**src/rtl/traffic_pkg.sv**
```systemverilog
`default_nettype none
// ============================================================================
// Module      : traffic_pkg
// Description : Shared phase encoding, default phase durations and the
//               phase-to-green decode for the intersection sequencer.
// Revision    : 1.0 - initial release
// ============================================================================
package traffic_pkg;

   typedef enum logic [2:0] {
      CLEAR = 3'd0,
      MAIN  = 3'd1,
      TURN  = 3'd2,
      PED   = 3'd3
   } phase_t;

   localparam int c_main_min_default   = 16;
   localparam int c_turn_time_default  = 8;
   localparam int c_ped_time_default   = 12;
   localparam int c_clear_time_default = 3;
   localparam int c_tw_default         = 8;

   // Green vector ordered {ped, up, down, turn}. Any unknown encoding shows
   // all red so a corrupted state can never light a conflicting pair.
   function automatic logic [3:0] greens_of(input phase_t p);
      logic [3:0] g;
      g = 4'b0000;
      case (p)
         MAIN:    g = 4'b0110;
         TURN:    g = 4'b0101;
         PED:     g = 4'b1000;
         default: g = 4'b0000;
      endcase
      return g;
   endfunction

endpackage
`default_nettype wire

```
**src/rtl/phase_timer.sv**
```systemverilog
`default_nettype none
// ============================================================================
// Module      : phase_timer
// Description : Load/decrement-to-zero phase counter. Holds at zero, never
//               wraps. Reset loads RESET_VALUE.
// Revision    : 1.0 - initial release
// ============================================================================
module phase_timer #(
   parameter int            TW          = 8,
   parameter logic [TW-1:0] RESET_VALUE = '0
) (
   input  logic          clock,
   input  logic          reset,
   input  logic          load,
   input  logic [TW-1:0] value,
   output logic          zero
);

   logic [TW-1:0] r_count;

   // Load has priority; otherwise count down and stick at zero.
   always_ff @(posedge clock or negedge reset) begin
      if (!reset) begin
         r_count <= RESET_VALUE;
      end else if (load) begin
         r_count <= value;
      end else if (r_count != '0) begin
         r_count <= r_count - TW'(1);
      end
   end

   assign zero = (r_count == '0);

endmodule
`default_nettype wire

```
**src/rtl/signal_controller.sv**
```systemverilog
`default_nettype none
// ============================================================================
// Module      : signal_controller
// Description : Intersection phase sequencer. Latches pedestrian and turn
//               requests and cycles MAIN / TURN / PED, always passing through
//               an all-red CLEAR phase. Greens are registered from the next
//               state so they are glitch-free and safe from the first cycle.
// Revision    : 1.0 - initial release
// ============================================================================
module signal_controller
   import traffic_pkg::*;
#(
   parameter int MAIN_MIN   = c_main_min_default,
   parameter int TURN_TIME  = c_turn_time_default,
   parameter int PED_TIME   = c_ped_time_default,
   parameter int CLEAR_TIME = c_clear_time_default,
   parameter int TW         = c_tw_default
) (
   input  logic       clock,
   input  logic       reset,
   input  logic       pedestrian_button,
   input  logic       turn_sensor,
   output logic       pedestrian_green,
   output logic       up_green,
   output logic       down_green,
   output logic       turn_green,
   output logic [2:0] phase
);

   // Timer reload values: a phase of N cycles counts N-1 down to 0.
   localparam logic [TW-1:0] c_main_load  = TW'(MAIN_MIN - 1);
   localparam logic [TW-1:0] c_turn_load  = TW'(TURN_TIME - 1);
   localparam logic [TW-1:0] c_ped_load   = TW'(PED_TIME - 1);
   localparam logic [TW-1:0] c_clear_load = TW'(CLEAR_TIME - 1);

   phase_t        r_state;
   phase_t        r_target;
   logic          r_ped_req;
   logic          r_turn_req;
   logic [3:0]    r_greens;

   phase_t        w_next_state;
   phase_t        w_next_target;
   logic          w_load;
   logic [TW-1:0] w_load_value;
   logic          w_timer_zero;
   logic          w_enter_ped;
   logic          w_enter_turn;

   phase_timer #(
      .TW          (TW),
      .RESET_VALUE (c_clear_load)
   ) u_phase_timer (
      .clock (clock),
      .reset (reset),
      .load  (w_load),
      .value (w_load_value),
      .zero  (w_timer_zero)
   );

   // Next phase from registered state, timer and request latches only.
   always_comb begin
      w_next_state  = r_state;
      w_next_target = r_target;
      w_load        = 1'b0;
      w_load_value  = c_clear_load;
      case (r_state)
         CLEAR: begin
            if (w_timer_zero) begin
               w_next_state = r_target;
               w_load       = 1'b1;
               case (r_target)
                  MAIN:    w_load_value = c_main_load;
                  TURN:    w_load_value = c_turn_load;
                  PED:     w_load_value = c_ped_load;
                  default: w_load_value = c_clear_load;
               endcase
            end
         end
         MAIN: begin
            // Pedestrian outranks turn; with no request MAIN simply holds.
            if (w_timer_zero && r_ped_req) begin
               w_next_state  = CLEAR;
               w_next_target = PED;
               w_load        = 1'b1;
            end else if (w_timer_zero && r_turn_req) begin
               w_next_state  = CLEAR;
               w_next_target = TURN;
               w_load        = 1'b1;
            end
         end
         TURN, PED: begin
            if (w_timer_zero) begin
               w_next_state  = CLEAR;
               w_next_target = MAIN;
               w_load        = 1'b1;
            end
         end
         default: begin
            // Illegal encoding: recover through an all-red clearance.
            w_next_state  = CLEAR;
            w_next_target = MAIN;
            w_load        = 1'b1;
         end
      endcase
   end

   assign w_enter_ped  = (w_next_state == PED)  && (r_state != PED);
   assign w_enter_turn = (w_next_state == TURN) && (r_state != TURN);

   // Request latches: serving (phase entry) wins over a same-edge set.
   always_ff @(posedge clock or negedge reset) begin
      if (!reset) begin
         r_ped_req  <= 1'b0;
         r_turn_req <= 1'b0;
      end else begin
         if (w_enter_ped) begin
            r_ped_req <= 1'b0;
         end else if (pedestrian_button && (r_state != PED)) begin
            r_ped_req <= 1'b1;
         end
         if (w_enter_turn) begin
            r_turn_req <= 1'b0;
         end else if (turn_sensor && (r_state != TURN)) begin
            r_turn_req <= 1'b1;
         end
      end
   end

   // State, return target and greens advance together; greens are decoded
   // from the next state so they line up with the phase register.
   always_ff @(posedge clock or negedge reset) begin
      if (!reset) begin
         r_state  <= CLEAR;
         r_target <= MAIN;
         r_greens <= 4'b0000;
      end else begin
         r_state  <= w_next_state;
         r_target <= w_next_target;
         r_greens <= greens_of(w_next_state);
      end
   end

   assign {pedestrian_green, up_green, down_green, turn_green} = r_greens;
   assign phase = r_state;

endmodule
`default_nettype wire

```
**config.mk**
```make
export PLATFORM = sky130hd
export DESIGN_NAME = signal_controller
export DESIGN_NICKNAME = d
export VERILOG_FILES = /design/src/rtl/traffic_pkg.sv /design/src/rtl/phase_timer.sv /design/src/rtl/signal_controller.sv
export SDC_FILE = /design/constraint.sdc
export NUM_CORES = 1
export LEC_CHECK = 0
export CORE_ASPECT_RATIO = 1.25
export CORE_UTILIZATION = 46
export CTS_CLUSTER_DIAMETER = 50
export DETAILED_ROUTE_END_ITERATION = 8
export HOLD_SLACK_MARGIN = 0.1
export PLACE_DENSITY = 0.76
export SLEW_MARGIN = 20
export SYNTH_ARGS = -nofsm -noshare
export SYNTH_HDL_FRONTEND = slang
export SYNTH_SLANG_ARGS = --single-unit
export TNS_END_PERCENT = 5
```
**constraint.sdc**
```tcl
create_clock -name clock -period 2.8 [get_ports clock]
set_input_delay 0.42 -clock clock [delete_from_list [all_inputs] [get_ports clock]]
set_output_delay 0.42 -clock clock [all_outputs]
set_load 0.05 [all_outputs]
```
==> results.sh <==
export IMPL_status="finished clean"
export IMPL_synth_compound_area_share_pct=12.7
export IMPL_post_place_ws_ns=0.760
export IMPL_yosys_area_share_simple_pct=25.7
export IMPL_ys_ff_latch=19
export IMPL_hold_viol_final=0
export IMPL_slew_viol_final=0
export IMPL_fin_crit_ns=2.21
export IMPL_numPortBuffers=10
export IMPL_yosys_area_share_adder_pct=5.98
export IMPL_die_x_um=44.7
export IMPL_routed_via_density=5.62
export IMPL_worstPathCellList="clkdlybuf4s50_1"
export IMPL_critPathCaptureType="output pin"
export IMPL_ctsHoldBuffers=0
export IMPL_syn_area_mm2=0.00105
export IMPL_synthMuxAreaShare_pct=2.99
export IMPL_routed_wl_um=2210
export IMPL_drc=0
export IMPL_final_cell_mix="dfrtp_1, nor2_1, a21oi_1"
export IMPL_ys_flop_type="dfrtp_1"
export IMPL_cp_max_fo=13
export IMPL_syn_inst=115
export IMPL_max_cap_violations=0
export IMPL_grt_max_degree=20
export IMPL_first_pass_iters=4
export IMPL_synth_top_family_by_area="simple AND/OR/NAND/NOR gates"
export IMPL_grt_pass1_vias=902
export IMPL_synth_fp_nets=124
export IMPL_dpl_hpwl_um=1540
export IMPL_htreeDepth=1
export IMPL_yosys_warnings=0
export IMPL_cts_buffers_inserted=3
export IMPL_clk_pin_slew_ns=0.11
export IMPL_ioPinCount=11
export IMPL_grt_overflow=0
export IMPL_holdCritPathClass="reg -> reg"
export IMPL_cts_setup_buffers=0
export IMPL_slowest_stage="clkdlybuf4s50_1"
export IMPL_postRouteAntennaNets=0
export IMPL_period_share_pct=78.8
export IMPL_worst_ep_arrival_time_ns=1.79
export IMPL_vias=865
export IMPL_wire_per_inst_um=14.3
export IMPL_cts_root_buf="clkbuf_4"
export IMPL_place_gp_congestion=0.817
export IMPL_grt_first_pass_wirelength_um=3870
export IMPL_clk_latency_ns=0.30
export IMPL_peakVddDrop_mv=0.541
export IMPL_power_leakage_nw=0.497
export IMPL_finalSetupTns_ns=0
export IMPL_rsz0062_at_grt="no"
export IMPL_fin_skew_ns=0.00650
export IMPL_worst_slew_pin_slew_ns=0.823
export IMPL_final_nets=134
export IMPL_antenna_found_initial=0
export IMPL_p_per_area_mw_per_mm2=883
export IMPL_ctsLongestPathBuffers=2
export IMPL_design_core_area_mm2=0.00205
export IMPL_placementRows=18
export IMPL_cts_tree="yes"
export IMPL_start_kind="flop"
export IMPL_async_flop_share_pct=100
export IMPL_area_growth_pct=13.8
export IMPL_syn_avg_cell_area_um2=9.10
export IMPL_critPathKind="reg -> out"
export IMPL_cp_top_family="buffers and inverters"
export IMPL_slowest_delay_ns=0.88
export IMPL_synth_edf_count=0
export IMPL_num_antenna_cells=0
export IMPL_finalSetupViolations=0
export IMPL_drive_above_1_share_pct=8.06
export IMPL_start_util_pct=51.0
export IMPL_fp_dieH_um=55.3
export IMPL_yosysSeqAreaShare_pct=45.7
export IMPL_drtIter0Drc=20
export IMPL_final_common_cell="dfrtp_1"
export IMPL_required_ns=2.38
export IMPL_cp_num_buf_inv=1
export IMPL_grt_use_total_pct=20.7
export IMPL_yosys_area_share_xor_xnor_pct=1.67
export IMPL_cts_resized=0
export IMPL_yosysUniqueCellTypes=36
export IMPL_cts_sinks=19
export IMPL_die_area_mm2=0.00247
export IMPL_finalWorstSetupSlack_ns=0.594
export IMPL_fmax_mhz=453
export IMPL_slew_headroom_pct=45.0
==> kinds of logic (layout without fill, tap and decap cells) <==
| family | after synthesis | count (layout) |
|---|---|---|
| AOI/OAI and AO/OA | 22 | 22 |
| xor gates and xnor gates | 2 | 2 |
| adders and majority gates | 5 | 5 |
| buffers and inverters | 12 | 21 |
| DFF | 19 | 19 |
| muxes | 3 | 3 |
| other | 1 | 1 |
| and+or+nand+nor | 51 | 51 |
==> report_power, final <==
group / switching, mW / internal, mW / total [mW]
clock: 0.0856 / 0.0533 / 0.139
sequential: 0.0796 / 0.338 / 0.418
combinational: 0.299 / 0.195 / 0.494
==> metrics by stage <==
stage               area (µm²)  std cells  power (mW)  hold WS, ns  utilization [%]
global placement          1160        150       0.889        0.500             56.7
floorplan                 1050        115       0.792        0.124                -
detailed placement        1160        150       0.903        0.505             56.7
finish                    1190        154        1.05        0.511             58.1
CTS                       1190        154        1.05        0.517             58.1
global route              1190        154        1.12        0.559             58.1
==> path summary, 6_finish.rpt <==
kind | from | end | slack, ns | depth (start not counted)
hold reg to reg | r_turn_req$_DFFE_PN0P_ | r_target[0]$_DFFE_PN1P_ | 0.51 | 1
setup reg to reg | u_phase_timer.r_count[0]$_DFFE_PN0P_ | r_greens[2]$_DFF_PN0_ | 0.63 | 7
min in group asynchronous | reset | u_phase_timer.r_count[4]$_DFFE_PN0P_ | 0.58 | 1
max in group asynchronous | reset | phase[2]$_DFF_PN0_ | 1.71 | 1
hold / removal | r_turn_req$_DFFE_PN0P_ | r_target[0]$_DFFE_PN1P_ | 0.51 | 1
setup / recovery | phase[1]$_DFF_PN0_ | phase[1] | 0.59 | 1
==> final cells by class <==
class / count / area [µm²]
fillers: 180 / 860
inverters: 6 / 22.5
well taps: 30 / 37.5
clock inverters: 1 / 5.00
repair buffers: 11 / 108
clock buffers: 3 / 22.5
multi-input cells: 84 / 517
flip-flops and latches: 19 / 478
==> layer usage <==
metal	track usage, %	up-vias	wire length, µm
met4	10.4	0	39
met3	2.61	5	64
met1	26.8	411	989
met2	33.0	26	1110
li1	-	423	-
met5	0	-	0
==> Yosys cell counts (all sizes together), types with 2 or more instances <==
cell | count | area, µm²
dfrtp | 17 | 425
nor2 | 13 | 48.8
a21oi | 12 | 60.1
nand2 | 10 | 37.5
nor3 | 7 | 35.0
inv | 6 | 22.5
nand3 | 6 | 30.0
ha | 5 | 62.6
nor4 | 4 | 25.0
buf | 3 | 17.5
clkbuf | 3 | 11.3
a2bb2oi | 2 | 17.5
dfstp | 2 | 52.6
mux2i | 2 | 20.0
nand2b | 2 | 12.5
o21ai | 2 | 10.0
==> flip-flops by register name, summed over array words and instances (netlist names) <==
register,flops
phase,3
r_turn_req,1
r_ped_req,1
r_greens,4
r_target,2
u_phase_timer.r_count,8
(Power assumes the default switching activity.)
